[src/rtl/sqrt_scheduler_if.sv]
// Request/grant and result bundle between two sqrt requesters and the scheduler.
// master = requester side, slave = scheduler side.
interface sqrt_scheduler_if;
    logic        req0;
    logic [7:0]  in0;
    logic        req1;
    logic [7:0]  in1;
    logic        gnt0;
    logic        gnt1;
    logic [15:0] out;
    logic        out_valid;
    logic        out_id;
    logic        busy;

    modport master (
        output req0, in0, req1, in1,
        input  gnt0, gnt1, out, out_valid, out_id, busy
    );

    modport slave (
        input  req0, in0, req1, in1,
        output gnt0, gnt1, out, out_valid, out_id, busy
    );
endinterface

[src/rtl/sqrt_scheduler.sv]
// Two-requester arbiter feeding a 12-cycle restoring Q8.8 sqrt; SQRT_SCHED_RR_EN selects round-robin arbitration.
// Grant (combinational, IDLE only) to out_valid is 13 cycles; requests raised while busy wait, held, until IDLE.
module sqrt_scheduler (
    input  logic            clk,
    input  logic            rst_n,
    sqrt_scheduler_if.slave bus
);
    localparam logic [1:0] ST_IDLE = 2'd0;
    localparam logic [1:0] ST_CALC = 2'd1;
    localparam logic [1:0] ST_DONE = 2'd2;

    logic [1:0]  state_q, state_d;
    logic [3:0]  cnt_q, cnt_d;
    logic [7:0]  opnd_q, opnd_d;
    logic [13:0] rem_q, rem_d;
    logic [11:0] root_q, root_d;
    logic        id_q, id_d;
    logic [15:0] out_q, out_d;
    logic        out_id_q, out_id_d;

    logic        idle;
    logic        pick0;
    logic        gnt0, gnt1;
    logic [15:0] rem_sh;
    logic [13:0] trial;
    logic        ge;
    logic [13:0] rem_nx;
    logic [11:0] root_nx;

    assign idle = (state_q == ST_IDLE);

`ifdef SQRT_SCHED_RR_EN
    // ptr_q = index served last; on contention the other requester wins.
    logic ptr_q, ptr_d;

    assign pick0 = bus.req0 & (~bus.req1 | ptr_q);
    assign ptr_d = gnt0 ? 1'b0 : (gnt1 ? 1'b1 : ptr_q);

    always_ff @(posedge clk or negedge rst_n) begin
        if (!rst_n) ptr_q <= 1'b1;
        else        ptr_q <= ptr_d;
    end
`else
    assign pick0 = bus.req0;
`endif

    // Gated by rst_n so no grant leaks out while reset is held.
    assign gnt0 = rst_n & idle & pick0;
    assign gnt1 = rst_n & idle & bus.req1 & ~pick0;

    // One restoring step; the 14-bit difference is exact whenever ge is set.
    assign rem_sh  = {rem_q, opnd_q[7:6]};
    assign trial   = {root_q, 2'b01};
    assign ge      = (rem_sh >= {2'b00, trial});
    assign rem_nx  = ge ? (rem_sh[13:0] - trial) : rem_sh[13:0];
    assign root_nx = {root_q[10:0], ge};

    always_comb begin
        state_d  = state_q;
        cnt_d    = cnt_q;
        opnd_d   = opnd_q;
        rem_d    = rem_q;
        root_d   = root_q;
        id_d     = id_q;
        out_d    = out_q;
        out_id_d = out_id_q;
        case (state_q)
            ST_IDLE: begin
                if (gnt0 || gnt1) begin
                    state_d = ST_CALC;
                    cnt_d   = 4'd0;
                    opnd_d  = gnt0 ? bus.in0 : bus.in1;
                    id_d    = gnt1;
                    rem_d   = 14'd0;
                    root_d  = 12'd0;
                end
            end
            ST_CALC: begin
                rem_d  = rem_nx;
                root_d = root_nx;
                opnd_d = {opnd_q[5:0], 2'b00};
                cnt_d  = cnt_q + 4'd1;
                if (cnt_q == 4'd11) begin
                    state_d  = ST_DONE;
                    out_d    = {4'h0, root_nx};
                    out_id_d = id_q;
                end
            end
            ST_DONE: state_d = ST_IDLE;
            default: state_d = ST_IDLE;
        endcase
    end

    always_ff @(posedge clk or negedge rst_n) begin
        if (!rst_n) begin
            state_q  <= ST_IDLE;
            cnt_q    <= 4'd0;
            opnd_q   <= 8'd0;
            rem_q    <= 14'd0;
            root_q   <= 12'd0;
            id_q     <= 1'b0;
            out_q    <= 16'h0000;
            out_id_q <= 1'b0;
        end else begin
            state_q  <= state_d;
            cnt_q    <= cnt_d;
            opnd_q   <= opnd_d;
            rem_q    <= rem_d;
            root_q   <= root_d;
            id_q     <= id_d;
            out_q    <= out_d;
            out_id_q <= out_id_d;
        end
    end

    assign bus.gnt0      = gnt0;
    assign bus.gnt1      = gnt1;
    assign bus.out       = out_q;
    assign bus.out_id    = out_id_q;
    assign bus.out_valid = (state_q == ST_DONE);
    assign bus.busy      = ~idle;
endmodule

[src/flat_wrapper.sv]
// flat-port wrapper written by rule: the top's interface ports become plain ports
module sqrt_scheduler_flat 
  (clk, rst_n, bus_req0, bus_in0, bus_req1, bus_in1, bus_gnt0, bus_gnt1, bus_out, bus_out_valid, bus_out_id, bus_busy);
  sqrt_scheduler_if bus_i ();
  input  logic clk;
  input  logic rst_n;
  input wire logic [$bits(bus_i.req0)-1:0] bus_req0;
  input wire logic [$bits(bus_i.in0)-1:0] bus_in0;
  input wire logic [$bits(bus_i.req1)-1:0] bus_req1;
  input wire logic [$bits(bus_i.in1)-1:0] bus_in1;
  output wire logic [$bits(bus_i.gnt0)-1:0] bus_gnt0;
  output wire logic [$bits(bus_i.gnt1)-1:0] bus_gnt1;
  output wire logic [$bits(bus_i.out)-1:0] bus_out;
  output wire logic [$bits(bus_i.out_valid)-1:0] bus_out_valid;
  output wire logic [$bits(bus_i.out_id)-1:0] bus_out_id;
  output wire logic [$bits(bus_i.busy)-1:0] bus_busy;
  assign bus_i.req0 = bus_req0;
  assign bus_i.in0 = bus_in0;
  assign bus_i.req1 = bus_req1;
  assign bus_i.in1 = bus_in1;
  assign bus_gnt0 = bus_i.gnt0;
  assign bus_gnt1 = bus_i.gnt1;
  assign bus_out = bus_i.out;
  assign bus_out_valid = bus_i.out_valid;
  assign bus_out_id = bus_i.out_id;
  assign bus_busy = bus_i.busy;
  sqrt_scheduler u_core (.clk(clk), .rst_n(rst_n), .bus(bus_i));
endmodule
[config.mk]
export PLATFORM = sky130hd
export DESIGN_NAME = sqrt_scheduler_flat
export DESIGN_NICKNAME = d
export VERILOG_FILES = /design/src/rtl/sqrt_scheduler_if.sv /design/src/rtl/sqrt_scheduler.sv /design/src/flat_wrapper.sv
export SDC_FILE = /design/constraint.sdc
export NUM_CORES = 1
export LEC_CHECK = 0
export CAP_MARGIN = 20
export CORE_MARGIN = 2
export CORE_UTILIZATION = 50
export DETAILED_ROUTE_END_ITERATION = 16
export GPL_ROUTABILITY_DRIVEN = 1
export GPL_TIMING_DRIVEN = 0
export MAX_ROUTING_LAYER = met4
export PLACE_DENSITY = 0.76
export SLEW_MARGIN = 40
export SYNTH_ARGS = -nofsm -noshare
export SYNTH_HDL_FRONTEND = slang
export SYNTH_SLANG_ARGS = --single-unit
export TNS_END_PERCENT = 5
[constraint.sdc]
create_clock -name clk -period 2.2 [get_ports clk]
set_input_delay 0.44 -clock clk [delete_from_list [all_inputs] [get_ports clk]]
set_output_delay 0.44 -clock clk [all_outputs]
set_load 0.05 [all_outputs]
==> results of run 1 <==
## critical path: cells and delay by family (launching register included)
family / cells / cell delay [ps]
compound gates: 4 / 460
fa+ha+maj: 1 / 330
mux: 1 / 230
simple gates: 2 / 340
buf+inv: 2 / 280
flops: 1 / 440
## worst max path at each step
stage                                         to  slack, ps                         start  cells after the start
finish               u_core.rem_q[2]$_DFFE_PN0P_         -8   u_core.rem_q[3]$_DFFE_PN0P_                     10
global route         u_core.rem_q[2]$_DFFE_PN0P_       -110  u_core.root_q[5]$_DFFE_PN0P_                     11
CTS                 u_core.rem_q[10]$_DFFE_PN0P_        -30  u_core.root_q[5]$_DFFE_PN0P_                     10
detailed placement                      bus_gnt0       -450                      bus_req0                      4
global placement                        bus_gnt0      -2420                         rst_n                      4
floorplan            u_core.rem_q[1]$_DFFE_PN0P_        110  u_core.opnd_q[6]$_DFFE_PN0P_                      9
## area by class of cell
class                           count  area (µm²)  share of cell area, %
Multi-Input combinational cell    241        1770                   43.9
Tap cell                           75        93.8                   2.33
Clock inverter                      2        10.0                  0.248
Inverter                           17        63.8                   1.58
Clock buffer                        5        68.8                   1.71
Timing Repair Buffer               57         569                   14.1
Sequential cell                    54        1350                   33.5
Buffer                             19         105                   2.61
## per-layer routing
metal / GRT usage (%) / wire [µm]
met5: - / 0
met4: 7.21 / 133
met3: 3.37 / 308
met2: 39.0 / 3640
met1: 31.5 / 3300
## cell families (layout without fill, tap and decap cells)
logic type	count (synthesis)	in the layout	share of synthesized area (%)
and+or+nand+nor	94	94	13.7
AOI/OAI and AO/OA	85	85	16.6
DFF	54	54	43.8
buffers and inverters	36	100	5.48
muxes	32	32	11.0
adders and majority gates	15	15	6.09
xor gates and xnor gates	11	11	3.13
other	1	4	0.122
## stage by stage
step / cells / utilization, %
floorplan: 331 / -
global placement: 442 / 59.6
detailed placement: 443 / 59.9
CTS: 466 / 66.5
global route: 470 / 67.7
finish: 470 / 67.7
## sequential cells by signal, summed over array words and instances, names as in the netlist
signal             cells
u_core.bus.out        12
u_core.opnd_q          8
u_core.root_q         12
u_core.bus.out_id      1
u_core.id_q            1
u_core.cnt_q           4
u_core.state_q         2
u_core.rem_q          14
## timing repair
item / in CTS / in global routing
pin swaps: 6 / 8
endpoints found under the hold margin: 10 / 0
setup buffers: 14 / 4
cloned: 1 / 0
endpoints found under the setup margin: 18 / 19
hold buffers: 1 / 0
resized for setup: 37 / 20
## cell usage in the layout, fill, tap and decap left out, drive strengths merged, types with 4 or more instances in the layout
cell type | Yosys | routed
dfrtp | 54 | 54
o21ai | 43 | 43
clkdlybuf4s50 | 0 | 33
buf | 9 | 32
nand2 | 28 | 28
nor2 | 27 | 27
nand3 | 24 | 24
mux2i | 17 | 17
a21oi | 17 | 17
inv | 17 | 17
mux2 | 15 | 15
clkbuf | 10 | 15
ha | 15 | 15
xnor2 | 7 | 7
a21o | 6 | 6
o21a | 4 | 4
o211ai | 4 | 4
xor2 | 4 | 4
conb | 1 | 4
==> impl_metrics.toml, run 1 <==
[outcome]
status = "finished, violations left"
violations = "setup timing"

[timing]
rsz0062_at_grt = "true"
max_clock_freq_mhz = 453
slew_violations = 0
finalHoldViolCount = 0
whs_ps = 124
fin_setup_tns_ps = -7.68
setup_viol = 1
worstMarginPinSlew_ps = 552
period_share_pct = 100
layout_min_cycle_time_ps = 2210
max-slew-margin-rel_pct = 63.2
skew_ps = 4.92
fin_ws_ps = -7.68

[cts]
numCtsBuffers = 5
ctsRootBufferMaster = "clkbuf_8"
cts_htree_levels = 2
clk_latency_ps = 300
clkTransAtPathRegs_ps = 90
clock-sinks = 54
ctsLongestPathBuffers = 2
cts_tree = "yes"

[worst_hold_path]
hold_path_class = "in -> async"

[worst_setup_path]
cp_data_required_time_ps = 2370
reg2reg_depth = 10
critPathLaunchType = "flip-flop"
crit_path_end_kind = "flip-flop"
cp_cell_sequence = "ha_4 -> nand4_1 -> nor3_2 -> o21a_1 -> o21ai_2 -> a21oi_4 -> buf_12 -> buf_4 -> mux2i_2 -> o21ai_1"
arrival_ps = 2380
max_stage_delay_ps = 440
crit_type = "reg -> reg"
rr_startpoint = "u_core.rem_q[3]$_DFFE_PN0P_"
timing.rr.end = "u_core.rem_q[2]$_DFFE_PN0P_"
cp_max_fo = 7
rrSetupSlack_ps = -8
slowest_stage = "dfrtp_1"

[logic_synthesis]
synth.area.top_cells = "dfrtp_1 44%, ha_1 6.1%, o21ai_0 5.7%"
ys_async_sr_fraction_pct = 100
synth-seq-cells = 54
synth_top_area_share_pct = 43.8
yosys-top-cells-count = "54 x dfrtp_1, 35 x o21ai_0, 28 x nand2_1"
synth_edf_count = 0
synth_area_leader_cell = "dfrtp_1"
synth.most_common_cell = "dfrtp_1"
syn_inst = 328
synth.avg_cell_area_um2 = 9.40
ys_warn_count = 0
netlist-cell-type-count = 43
synth_flop_cell = "dfrtp_1"
synth-seq-area-share_pct = 43.8
netlist_area_um2 = 3080

[grt]
grt_overflow = 0
gr-usage-all-layers_pct = 24.0
antenna_found_initial = 0
grt_pass1_wl_um = 12000
grt_pass1_vias = 2581
grt_max_degree = 45

[drt]
routed-via-count = 2609
routed_wirelength_um = 7390
drtPass1Iterations = 4
drc = 0
drtAntennaViolNets = 0
via_per_inst = 5.55
wire_per_inst_um = 15.7
initialDrtViolationCount = 149

[run]
max_cap_violations = 0

[cells_and_area]
area_growth_pct = 30.9
nets = 430
final_area_um2 = 4030
drive_gt1_share_pct = 23.5
fill_cells = 475
n_antenna_cell = 0

[floorplan]
ios = 41
die_area_um2 = 6810
dieHeight_um = 82.5
std_cell_rows = 28
die_w_um = 82.5
start_util_pct = 51.7
core_um2 = 5960

[placement]
gp_congestion = 0.817
post-dp-hpwl_um = 5160
post-place-ws_ps = -452
placed_area_um2 = 3570
portBuffers = 36
Power of run 1 is left out: the tool's default activity adds up to more than one toggle a clock period on the data nets, which glitch-free logic cannot reach.
==> run 2, diff against run 1 <==
--- a/config.mk
+++ b/config.mk
@@ -10,9 +10,9 @@
 export CORE_UTILIZATION = 50
 export DETAILED_ROUTE_END_ITERATION = 16
 export GPL_ROUTABILITY_DRIVEN = 1
-export GPL_TIMING_DRIVEN = 0
 export MAX_ROUTING_LAYER = met4
 export PLACE_DENSITY = 0.76
+export RECOVER_POWER = 50
 export SLEW_MARGIN = 40
 export SYNTH_ARGS = -nofsm -noshare
 export SYNTH_HDL_FRONTEND = slang
==> impl_metrics.toml, run 2 (synthesized netlist as in run 1, its figures left out) <==
[outcome]
status = "finished, violations left"
violations = "setup timing"

[timing]
skew_ps = 20.0
fin_setup_tns_ps = -84.1
setup_viol = 4
finalHoldViolCount = 0
rsz0062_at_grt = "true"
fin_ws_ps = -34.1
worstMarginPinSlew_ps = 1350
max-slew-margin-rel_pct = 10.1
max_clock_freq_mhz = 448
slew_violations = 0
whs_ps = 493
layout_min_cycle_time_ps = 2230
period_share_pct = 102

[grt]
grt_overflow = 0
gr-usage-all-layers_pct = 22.9
grt_max_degree = 55
grt_pass1_vias = 2533
antenna_found_initial = 0
grt_pass1_wl_um = 11500

[worst_setup_path]
cp_top_family = "compound AO/OA/AOI/OAI gates"
cp_cell_sequence = "ha_4 -> nand4_1 -> nor3_4 -> o21a_1 -> o21ai_2 -> a21oi_4 -> buf_6 -> mux2i_1 -> o21ai_0"
max_stage_delay_ps = 440
crit_path_end_kind = "flip-flop"
crit_type = "reg -> reg"
slowest_stage = "dfrtp_1"
cp_max_fo = 7
arrival_ps = 2420
crit_buf_inv = 1
rrSetupSlack_ps = -30
cp_data_required_time_ps = 2390
critPathLaunchType = "flip-flop"

[drt]
drc = 0
drtPass1Iterations = 4
via_per_inst = 5.48
drtAntennaViolNets = 0
top_layer = "met4"
routed-via-count = 2533
wl_met2_um = 3430
wl_met3_um = 281
routed_wirelength_um = 6860
drt-met1-wl_um = 3100
wire_per_inst_um = 14.8
initialDrtViolationCount = 115

[placement]
portBuffers = 36
gp_congestion = 0.890
post-dp-hpwl_um = 5010
placed_area_um2 = 3650

[cells_and_area]
largest_reg_flops = 14
regMostFlops = "u_core.rem_q"
final_common_cell = "dfrtp_1"
drive_gt1_share_pct = 19.4
fill_cells = 496
n_antenna_cell = 0
final_cell_mix = "54 x dfrtp_1, 33 x o21ai_0, 31 x clkdlybuf4s50_1"
utilization_pct = 65.4
nets = 421
area_growth_pct = 26.4
final_area_um2 = 3900

[cts]
ctsRootBufferMaster = "clkbuf_8"
clk_latency_ps = 320
clock-sinks = 54
ctsLongestPathBuffers = 2
cts_htree_levels = 2
clkTransAtPathRegs_ps = 110
numCtsBuffers = 5
cts_tree = "yes"

[floorplan]
die_area_um2 = 6810
dieHeight_um = 82.5
die_w_um = 82.5
std_cell_rows = 28
ios = 41
core_um2 = 5960
start_util_pct = 51.7

[worst_hold_path]
hold_path_class = "reg -> reg"

[run]
max_cap_violations = 0
[run 2: cell types whose count changed in the layout (fill, tap and decap cells not counted), moves of 3 or more]
cell      change
o21ai_0       +6
buf_4         +5
buf_2         -5
a21oi_1       +3
o21ai_1       -5
clkbuf_1      -9
nor2_1        +3
ha_1          +5
inv_1         +4
ha_4          -5
inv_2         -4
[run 2: final timing paths]
path | cells past startpoint | startpoint | end
min in group asynchronous | 2 | rst_n | u_core.bus.out[9]$_DFFE_PN0P_
setup reg to reg | 9 | u_core.rem_q[5]$_DFFE_PN0P_ | u_core.rem_q[6]$_DFFE_PN0P_
hold reg to reg | 2 | u_core.opnd_q[1]$_DFFE_PN0P_ | u_core.opnd_q[3]$_DFFE_PN0P_
setup / recovery | 9 | u_core.rem_q[5]$_DFFE_PN0P_ | u_core.rem_q[6]$_DFFE_PN0P_
max in group asynchronous | 2 | rst_n | u_core.rem_q[13]$_DFFE_PN0P_
hold / removal | 2 | u_core.opnd_q[1]$_DFFE_PN0P_ | u_core.opnd_q[3]$_DFFE_PN0P_
[run 2: cell type report]
type	instances	area, µm²	share of cell area [%]
multi-input combinational	241	1660	42.5
timing repair buffer	67	633	16.2
clock inverter	3	28.8	0.739
tap	75	93.8	2.41
sequential	54	1350	34.7
clock buffer	5	68.8	1.77
inverter	17	63.8	1.64
[run 2: worst register-to-register path: cells and delay by family (launching register included)]
kind | cells | cell delay, ps
AO/OA/AOI/OAI | 4 | 640
adder cells (fa/ha/maj) | 1 | 320
buffers and inverters | 1 | 170
flip-flops | 1 | 440
multiplexers | 1 | 210
AND/OR/NAND/NOR | 2 | 340
[run 2: layer usage]
metal	vias to the layer above	GRT usage, %
li1	1257	-
met4	0	6.23
met5	-	-
met3	6	5.00
met2	62	39.3
met1	1208	27.4
[run 2: per-stage QoR]
stage,instances,setup slack [ps]
2_1_floorplan,331,114
3_3_place_gp,447,74.6
3_5_place_dp,447,-51.3
4_1_cts,460,-8.41
5_1_grt,462,-158
6_report,462,-34.1
[run 2: what timing repair did]
action,4_1_cts,5_1_grt
pin swaps,4,5
resized for setup,8,13
setup buffers,5,2
setup endpoints to repair,12,17
hold buffers,0,0
Power of run 2 is left out for the same reason.
==> run 3, diff against run 2 <==
==> constraint.sdc (replaced) <==
create_clock -name clk -period 2.2 [get_ports clk]
set_input_delay 0.33 -clock clk [delete_from_list [all_inputs] [get_ports clk]]
set_output_delay 0.33 -clock clk [all_outputs]
set_load 0.05 [all_outputs]
==> impl_metrics.toml, run 3 (synthesized netlist as in run 1, its figures left out) <==
[grt]
grt_overflow = 0
gr-usage-all-layers_pct = 22.5
grt_max_degree = 51
grt_pass1_wl_um = 11400
grt_pass1_vias = 2498
antenna_found_initial = 0

[run]
max_cap_violations = 0

[worst_setup_path]
reg2reg_depth = 10
critPathLaunchType = "flip-flop"
rrSetupSlack_ps = -40
crit_path_end_kind = "flip-flop"
crit_type = "reg -> reg"
cp_max_fo = 5
arrival_ps = 2430
cp_data_required_time_ps = 2390

[cts]
numCtsBuffers = 5
ctsLongestPathBuffers = 2
ctsRootBufferMaster = "clkbuf_8"
clkTransAtPathRegs_ps = 110
cts_htree_levels = 2
clk_latency_ps = 320
clock-sinks = 54
cts_tree = "yes"

[timing]
layout_min_cycle_time_ps = 2240
fin_setup_tns_ps = -160
worstMarginPinSlew_ps = 1210
max-slew-margin-rel_pct = 19.5
fin_ws_ps = -37.3
setup_viol = 7
finalHoldViolCount = 0
period_share_pct = 102
rsz0062_at_grt = "true"
max_clock_freq_mhz = 447
slew_violations = 0
skew_ps = 9.82

[floorplan]
std_cell_rows = 28
start_util_pct = 51.7
core_um2 = 5960
die_w_um = 82.5
ios = 41
dieHeight_um = 82.5
die_area_um2 = 6810

[drt]
drtAntennaViolNets = 0
initialDrtViolationCount = 161
wire_per_inst_um = 15.2
via_per_inst = 5.58
drc = 0
routed_wirelength_um = 7070
drtPass1Iterations = 5
routed-via-count = 2598

[cells_and_area]
final_cell_mix = "53 x dfrtp_1, 33 x clkdlybuf4s50_1, 30 x o21ai_0"
n_antenna_cell = 0
nets = 425
drive_gt1_share_pct = 19.7
final_common_cell = "dfrtp_1"
regMostFlops = "u_core.rem_q"
largest_reg_flops = 14
area_growth_pct = 28.0
fill_cells = 472

[placement]
gp_congestion = 0.838
post-dp-hpwl_um = 4870
portBuffers = 36

[outcome]
status = "finished, violations left"
violations = "setup timing"

[worst_hold_path]
hold_path_class = "in -> async"
## run 3: worst paths after layout
path                                         startpoint                           to
min                                               rst_n      u_core.id_q$_DFFE_PN0P_
min in group clk                u_core.id_q$_DFFE_PN0P_      u_core.id_q$_DFFE_PN0P_
max reg2reg                u_core.root_q[3]$_DFFE_PN0P_  u_core.rem_q[3]$_DFFE_PN0P_
max                        u_core.root_q[3]$_DFFE_PN0P_  u_core.rem_q[3]$_DFFE_PN0P_
min reg2reg                     u_core.id_q$_DFFE_PN0P_      u_core.id_q$_DFFE_PN0P_
max in group asynchronous                         rst_n  u_core.rem_q[5]$_DFFE_PN0P_
## run 3: worst max-delay path, stage by stage, from the launching register on
cell and delay, ps:
dfrtp_1 380, inv_2 60, ha_4 290, nand4_1 140, nor3_2 250, o21a_1 200
o21ai_4 80, a21oi_4 290, buf_6 150, mux2i_1 200, o21ai_1 70
## run 3: metrics by stage
stage | setup WS [ps] | hold WS [ps] | util [%] | cells | area (µm²)
global route | -171 | 388 | 66.2 | 466 | 3940
CTS | -3.98 | 386 | 64.3 | 461 | 3830
global placement | 50.7 | 174 | 61.6 | 451 | 3670
finish | -37.3 | 377 | 66.2 | 466 | 3940
detailed placement | -33.0 | 183 | 61.6 | 451 | 3670
floorplan | 31.3 | 34.4 | - | 331 | 3090
## run 3: per-layer routing
layer / global-route usage, % / share of wire [%] / vias up
met1: 27.8 / 43 / 1249
met4: 5.74 / 1.6 / 0
met2: 38.9 / 51 / 71
met3: 3.26 / 5.0 / 11
met5: - / 0 / -
li1: - / - / 1267
## run 3: final cells by class
| cell class | count | area [µm²] | area share [%] |
|---|---|---|---|
| clock buffer | 6 | 82.6 | 2.09 |
| clock inverter | 2 | 38.8 | 0.984 |
| inverter | 17 | 63.8 | 1.62 |
| multi-input combinational | 242 | 1680 | 42.5 |
| sequential | 54 | 1350 | 34.3 |
| tap | 75 | 93.8 | 2.38 |
| timing repair buffer | 70 | 634 | 16.1 |
## run 3: repair_timing
action	4_1_cts	5_1_grt
hold buffers	1	0
gates cloned	1	0
setup endpoints to repair	9	17
buffers inserted	0	5
pin swaps	1	7
hold endpoints to repair	5	0
resized for setup	3	22
Power of run 3 is left out for the same reason.
